File: config.mk
export PLATFORM = sky130hd
export DESIGN_NAME = neuron_out_backprop_flat
export DESIGN_NICKNAME = d
export VERILOG_FILES = /design/src/rtl/nn_bp_pkg.sv /design/src/rtl/neuron_out_backprop_if.sv /design/src/rtl/bp_update_mac.sv /design/src/rtl/neuron_out_backprop.sv /design/src/flat_wrapper.sv
export SDC_FILE = /design/constraint.sdc
export NUM_CORES = 2
export LEC_CHECK = 0
export BUFFER_PORTS_ARGS = -buffer_cell sky130_fd_sc_hd__buf_2
export CAP_MARGIN = 20
export CORE_MARGIN = 10
export CORE_UTILIZATION = 50
export DETAILED_ROUTE_END_ITERATION = 8
export PLACE_DENSITY = 0.72
export SKIP_CTS_REPAIR_TIMING = 1
export SYNTH_ARGS = -nofsm -noshare
export SYNTH_HDL_FRONTEND = slang
export SYNTH_SLANG_ARGS = --single-unit
File: constraint.sdc
create_clock -name clk -period 86.8 [get_ports clk]
set_clock_uncertainty 0.05 [all_clocks]
set_input_delay 4.34 -clock clk [delete_from_list [all_inputs] [get_ports clk]]
set_output_delay 4.34 -clock clk [all_outputs]
set_load 0.01 [all_outputs]
File: src/rtl/nn_bp_pkg.sv
// Shared constants, FSM encoding and saturation helper for the output-neuron
// backprop block.
package nn_bp_pkg;
  localparam int NIN = 14;
  localparam int DW  = 17;
  localparam int SW  = DW + 3;
  localparam logic [DW-1:0] ONE_Q16 = 17'h10000;

  typedef enum logic [2:0] {
    S_IDLE, S_DSIG, S_DELTA, S_GAIN, S_UPD, S_DONE
  } state_t;

  // Clamp a widened sum back into the signed 17-bit weight range.
  function automatic logic [DW-1:0] sat17(input logic signed [SW-1:0] v);
    if (v > 20'sd65535)       return {1'b0, {(DW-1){1'b1}}};
    else if (v < -20'sd65536) return {1'b1, {(DW-1){1'b0}}};
    else                      return v[DW-1:0];
  endfunction
endpackage

File: src/rtl/neuron_out_backprop_if.sv
// Request/response bundle between the weight store and the backprop block.
interface neuron_out_backprop_if;
  import nn_bp_pkg::*;
  logic                      start;
  logic [NIN-1:0][DW-1:0]    x;
  logic [NIN-1:0][DW-1:0]    w;
  logic [DW-1:0]             y;
  logic [DW-1:0]             target;
  logic [DW-1:0]             eta;
  logic [NIN-1:0][DW-1:0]    w_new;
  logic signed [17:0]        delta;
  logic                      busy;
  logic                      done;

  modport master (output start, x, w, y, target, eta,
                  input  w_new, delta, busy, done);
  modport slave  (input  start, x, w, y, target, eta,
                  output w_new, delta, busy, done);
endinterface

File: src/rtl/bp_update_mac.sv
// Combinational weight update: sat17(w + ((g * x) >>> 17)).
module bp_update_mac
  import nn_bp_pkg::*;
(
  input  logic signed [17:0]   g,
  input  logic [DW-1:0]        x,
  input  logic [DW-1:0]        w,
  output logic [DW-1:0]        w_upd
);
  logic signed [35:0]   prod;
  logic signed [SW-1:0] sum;
  logic                 unused_lo;

  assign prod = g * $signed({1'b0, x});
  // |g| <= 32767 keeps the shifted product within 19 bits, so the slice is the floor shift.
  assign sum       = {{3{w[DW-1]}}, w} + {prod[35], prod[35:17]};
  assign unused_lo = ^prod[16:0];
  assign w_upd     = sat17(sum);
endmodule

File: src/rtl/neuron_out_backprop.sv
// Iterative backprop for the 14-input output neuron: delta, gain, then one
// weight update per cycle through a single MAC; done pulses for one cycle.
module neuron_out_backprop
  import nn_bp_pkg::*;
(
  input  logic                 clk,
  input  logic                 rst,
  neuron_out_backprop_if.slave bus
);
  state_t                 state, state_nxt;
  logic [3:0]             idx;
  logic [NIN-1:0][DW-1:0] x_r, w_r, w_new_r;
  logic [DW-1:0]          y_r, t_r, eta_r, dsig;
  logic signed [17:0]     delta_r, g_r, err, op_a, op_b;
  logic signed [35:0]     prod;
  logic [DW-1:0]          mac_w;
  logic                   unused_prod;
  logic                   last;

  assign err  = $signed({1'b0, t_r}) - $signed({1'b0, y_r});
  assign last = (idx == 4'(NIN - 1));

  // One multiplier serves the three scalar steps ahead of the update loop.
  always_comb begin
    op_a = '0;
    op_b = '0;
    case (state)
      S_DSIG:  begin op_a = $signed({1'b0, y_r});  op_b = $signed({1'b0, ONE_Q16 - y_r}); end
      S_DELTA: begin op_a = err;                   op_b = $signed({1'b0, dsig});          end
      S_GAIN:  begin op_a = delta_r;               op_b = $signed({1'b0, eta_r});         end
      default: ;
    endcase
  end
  assign prod        = op_a * op_b;
  assign unused_prod = ^{prod[35:34], prod[15:0]};

  always_comb begin
    state_nxt = state;
    case (state)
      S_IDLE:  if (bus.start) state_nxt = S_DSIG;
      S_DSIG:  state_nxt = S_DELTA;
      S_DELTA: state_nxt = S_GAIN;
      S_GAIN:  state_nxt = S_UPD;
      S_UPD:   if (last) state_nxt = S_DONE;
      S_DONE:  state_nxt = S_IDLE;
      default: state_nxt = S_IDLE;
    endcase
  end

  bp_update_mac u_mac (
    .g     (g_r),
    .x     (x_r[idx]),
    .w     (w_r[idx]),
    .w_upd (mac_w)
  );

  always_ff @(posedge clk) begin
    if (rst) begin
      state   <= S_IDLE;
      idx     <= '0;
      dsig    <= '0;
      delta_r <= '0;
      g_r     <= '0;
      w_new_r <= '0;
    end else begin
      state <= state_nxt;
      case (state)
        S_DSIG:  dsig    <= prod[32:16];
        S_DELTA: delta_r <= prod[33:16];
        S_GAIN:  g_r     <= prod[33:16];
        S_UPD: begin
          w_new_r[idx] <= mac_w;
          idx          <= last ? 4'd0 : idx + 4'd1;
        end
        default: ;
      endcase
    end
  end

  // Operands are frozen at accept so the caller may move on immediately.
  always_ff @(posedge clk) begin
    if (state == S_IDLE && bus.start && !rst) begin
      x_r   <= bus.x;
      w_r   <= bus.w;
      y_r   <= bus.y;
      t_r   <= bus.target;
      eta_r <= bus.eta;
    end
  end

  assign bus.busy  = (state != S_IDLE);
  assign bus.done  = (state == S_DONE);
  assign bus.delta = delta_r;
  assign bus.w_new = w_new_r;
endmodule

File: src/flat_wrapper.sv
// flat-port wrapper written by rule: the top's interface ports become plain ports
module neuron_out_backprop_flat import nn_bp_pkg::*;
  (clk, rst, bus_start, bus_x, bus_w, bus_y, bus_target, bus_eta, bus_w_new, bus_delta, bus_busy, bus_done);
  neuron_out_backprop_if bus_i ();
  input  logic clk;
  input  logic rst;
  input wire logic [$bits(bus_i.start)-1:0] bus_start;
  input wire logic [$bits(bus_i.x)-1:0] bus_x;
  input wire logic [$bits(bus_i.w)-1:0] bus_w;
  input wire logic [$bits(bus_i.y)-1:0] bus_y;
  input wire logic [$bits(bus_i.target)-1:0] bus_target;
  input wire logic [$bits(bus_i.eta)-1:0] bus_eta;
  output wire logic [$bits(bus_i.w_new)-1:0] bus_w_new;
  output wire logic [$bits(bus_i.delta)-1:0] bus_delta;
  output wire logic [$bits(bus_i.busy)-1:0] bus_busy;
  output wire logic [$bits(bus_i.done)-1:0] bus_done;
  assign bus_i.start = bus_start;
  assign bus_i.x = bus_x;
  assign bus_i.w = bus_w;
  assign bus_i.y = bus_y;
  assign bus_i.target = bus_target;
  assign bus_i.eta = bus_eta;
  assign bus_w_new = bus_i.w_new;
  assign bus_delta = bus_i.delta;
  assign bus_busy = bus_i.busy;
  assign bus_done = bus_i.done;
  neuron_out_backprop u_core (.clk(clk), .rst(rst), .bus(bus_i));
endmodule
==> results.json <==
{
  "outcome": "finished, final reports clean",
  "period_share": 0.134,
  "power_frac_comb": 0.296,
  "worstSetupPathType": "flip-flop to flip-flop",
  "tns_ns": 0,
  "max-cap-violations": 0,
  "synthesis.nets": 6056,
  "hold_class": "flip-flop to flip-flop",
  "cts_max_level": 3,
  "cp.arrival_ns": 12.07,
  "drc_errors": 0,
  "p_seq_frac": 0.385,
  "ys_async_sr_fraction": 0,
  "synth_edf_count": 527,
  "ff2ff_path_depth": 29,
  "core-area_um2": 107000,
  "die_w_um": 349,
  "hpwl_um": 133000,
  "antenna_found_initial": 26,
  "seq_area_um2": 21800,
  "crit_family": "compound AO/OA/AOI/OAI gates",
  "holdPathStages": 2,
  "cts_root_buf": "clkbuf_16",
  "synthDistinctLibCells": 84,
  "die_h_um": 349,
  "die_area_um2": 122000,
  "grt_pass1_vias": 41000,
  "io-pin-count": 788,
  "clock_latency_ns": 0.68,
  "cp-start-kind": "flip-flop",
  "final_common_cell": "buf_2",
  "power.share.clock": 0.319,
  "pre_cts_ws_ns": 75.26,
  "path_depth": 29,
  "totalWireLength_um": 168000,
  "synth_seq_cells": 825,
  "crit_path_frequent_cell": "fa_1",
  "track_usage": 0.276,
  "drt_iter0_drc": 3992,
  "synthCells": 4711,
  "cts_made_buffers": 85,
  "layout_setup_ws_ns": 75.19,
  "drive_gt1_frac": 0.223,
  "synth_area_per_cell_um2": 11.5,
  "irDropWorstVdd_mv": 0.0234,
  "grt-ovfl-total": 0,
  "cp_max_fo": 30,
  "dpl-instance-area_um2": 59500,
  "finalHoldViolCount": 0,
  "critPathSlowestCell": "o21ai_1",
  "grt_max_degree": 231,
  "globalplace.congestion": 0.933,
  "synth_area_leaders": "edfxtp_1 (29%), fa_1 (22%), dfxtp_1 (11%)",
  "rsz0062_at_grt": "false",
  "synth_ff_type": "edfxtp_1",
  "placementRows": 120,
  "p_sw_uw": 412,
  "vias": 38900,
  "multi_input_area_um2": 28800,
  "slew_headroom": 0.246,
  "ys_seq_area_frac": 0.403,
  "clkTransAtPathRegs_ns": 0.06,
  "routedWlPerCell_um": 24.4,
  "initial_core_util": 0.505,
  "grt_pass1_wl_um": 255000,
  "min_period_ns": 11.61,
  "cts.path.max_buffers": 3,
  "fin_area_um2": 62500,
  "fmax_ghz": 0.0861,
  "yosysTopAreaCellShare": 0.292,
  "setup_viol": 0,
  "firstDrtPassIters": 8,
  "cp_slowest_stage_delay_ns": 0.87,
  "yosys_warnings": 0,
  "synth_area_leader_cell": "edfxtp_1",
  "hold_slack_ns": 0.392,
  "required_ns": 87.26,
  "final.fill_count": 8769,
  "p_leak_uw": 0.0266,
  "internal_power_uw": 756,
  "io_buffers": 787,
  "cp-end-kind": "flip-flop",
  "p_sw_frac": 0.353,
  "via_per_inst": 5.64,
  "final_cell_mix": "buf_2 (786), inv_1 (715), fa_1 (608), edfxtp_1 (527), nand2_1 (490)",
  "cts.sinks": 825,
  "drtAntennaViolNets": 0,
  "netlist_area_um2": 54100,
  "slew_viol_final": 0,
  "critPathBufInv": 4,
  "syn2layout_area_growth_pct": 15.5,
  "nets": 6768,
  "powerDensity_nw_per_um2": 18.7,
  "cts_tree": "done",
  "worstMarginPinSlew_ns": 1.13
}
## through the flow
step | total power, uW | cells | util
finish | 1170 | 6904 | 0.583
CTS | 1170 | 6890 | 0.582
global route | 1220 | 6901 | 0.583
floorplan | 723 | 4711 | -
global placement | 788 | 6736 | 0.555
detailed placement | 795 | 6736 | 0.555
## cells by family after synthesis
| family | Yosys count | synth area share |
|---|---|---|
| xor+xnor | 90 | 0.0147 |
| mux | 141 | 0.0497 |
| compound gates | 626 | 0.0860 |
| flops | 825 | 0.403 |
| fa+ha+maj | 815 | 0.273 |
| simple gates | 1260 | 0.106 |
| buf+inv | 954 | 0.0680 |
## final timing paths
check,startpoint,end,slack [ns]
max reg2reg,u_core.idx[2],u_core.bus.w_new[71],75.19
min,u_core.bus.w_new[221],u_core.bus.w_new[221],0.39
min reg2reg,u_core.bus.w_new[221],u_core.bus.w_new[221],0.39
max,u_core.idx[2],u_core.bus.w_new[71],75.19
## registers in the layout, summed over array words and instances (netlist names)
register and count:
u_core.g_r 18, u_core.dsig 17, u_core.bus.delta 18, u_core.w_r 238
u_core.x_r 238, u_core.bus.w_new 238, u_core.y_r 17, u_core.eta_r 17
u_core.state 3, u_core.idx 4, u_core.t_r 17
## layer usage
metal,vias to the layer above,GRT usage,part of all wire
met5,-,0,0.00056
met4,14,0.123,0.048
met3,397,0.0566,0.087
met2,1943,0.463,0.49
met1,19500,0.342,0.37
li1,17100,-,-
## power by group through the flow
stage,logic [uW],registers [uW],clock network (uW)
after floorplan,247,476,0
after global placement,331,457,0
after detailed placement,337,457,0
after CTS,340,449,376
after global routing,376,451,392
final,346,450,373
## final cells by class
type,count,area share
multi-input combinational,2932,0.460
sequential,825,0.349
timing repair buffer,864,0.0730
inverter,715,0.0429
clock buffer,105,0.0382
tap,1403,0.0281
clock inverter,49,0.00805
antenna,11,0.000440
## worst register-to-register path: cells and delay by family (launching register included)
kind	cells	cell delay [ns]
adder cells (fa/ha/maj)	8	3.93
AO/OA/AOI/OAI	13	4.27
AND/OR/NAND/NOR	3	1.28
XOR/XNOR	1	0.14
buffers and inverters	4	1.19
flip-flops	1	0.62
## synth_stat cells, types with 34 or more instances
master      n
inv_1     715
fa_1      608
edfxtp_1  527
nand2_1   490
nor2_1    356
dfxtp_1   298
ha_1      207
clkbuf_1  187
and2_1    171
a21oi_1   126
a211oi_1  106
mux4_2    102
nand2b_1   88
xnor2_1    68
o21ai_0    61
o22ai_1    57
a211oi_2   46
a21o_1     40
a222oi_1   39
mux2i_1    38
nand3_1    34
(Power assumes the default switching activity.)
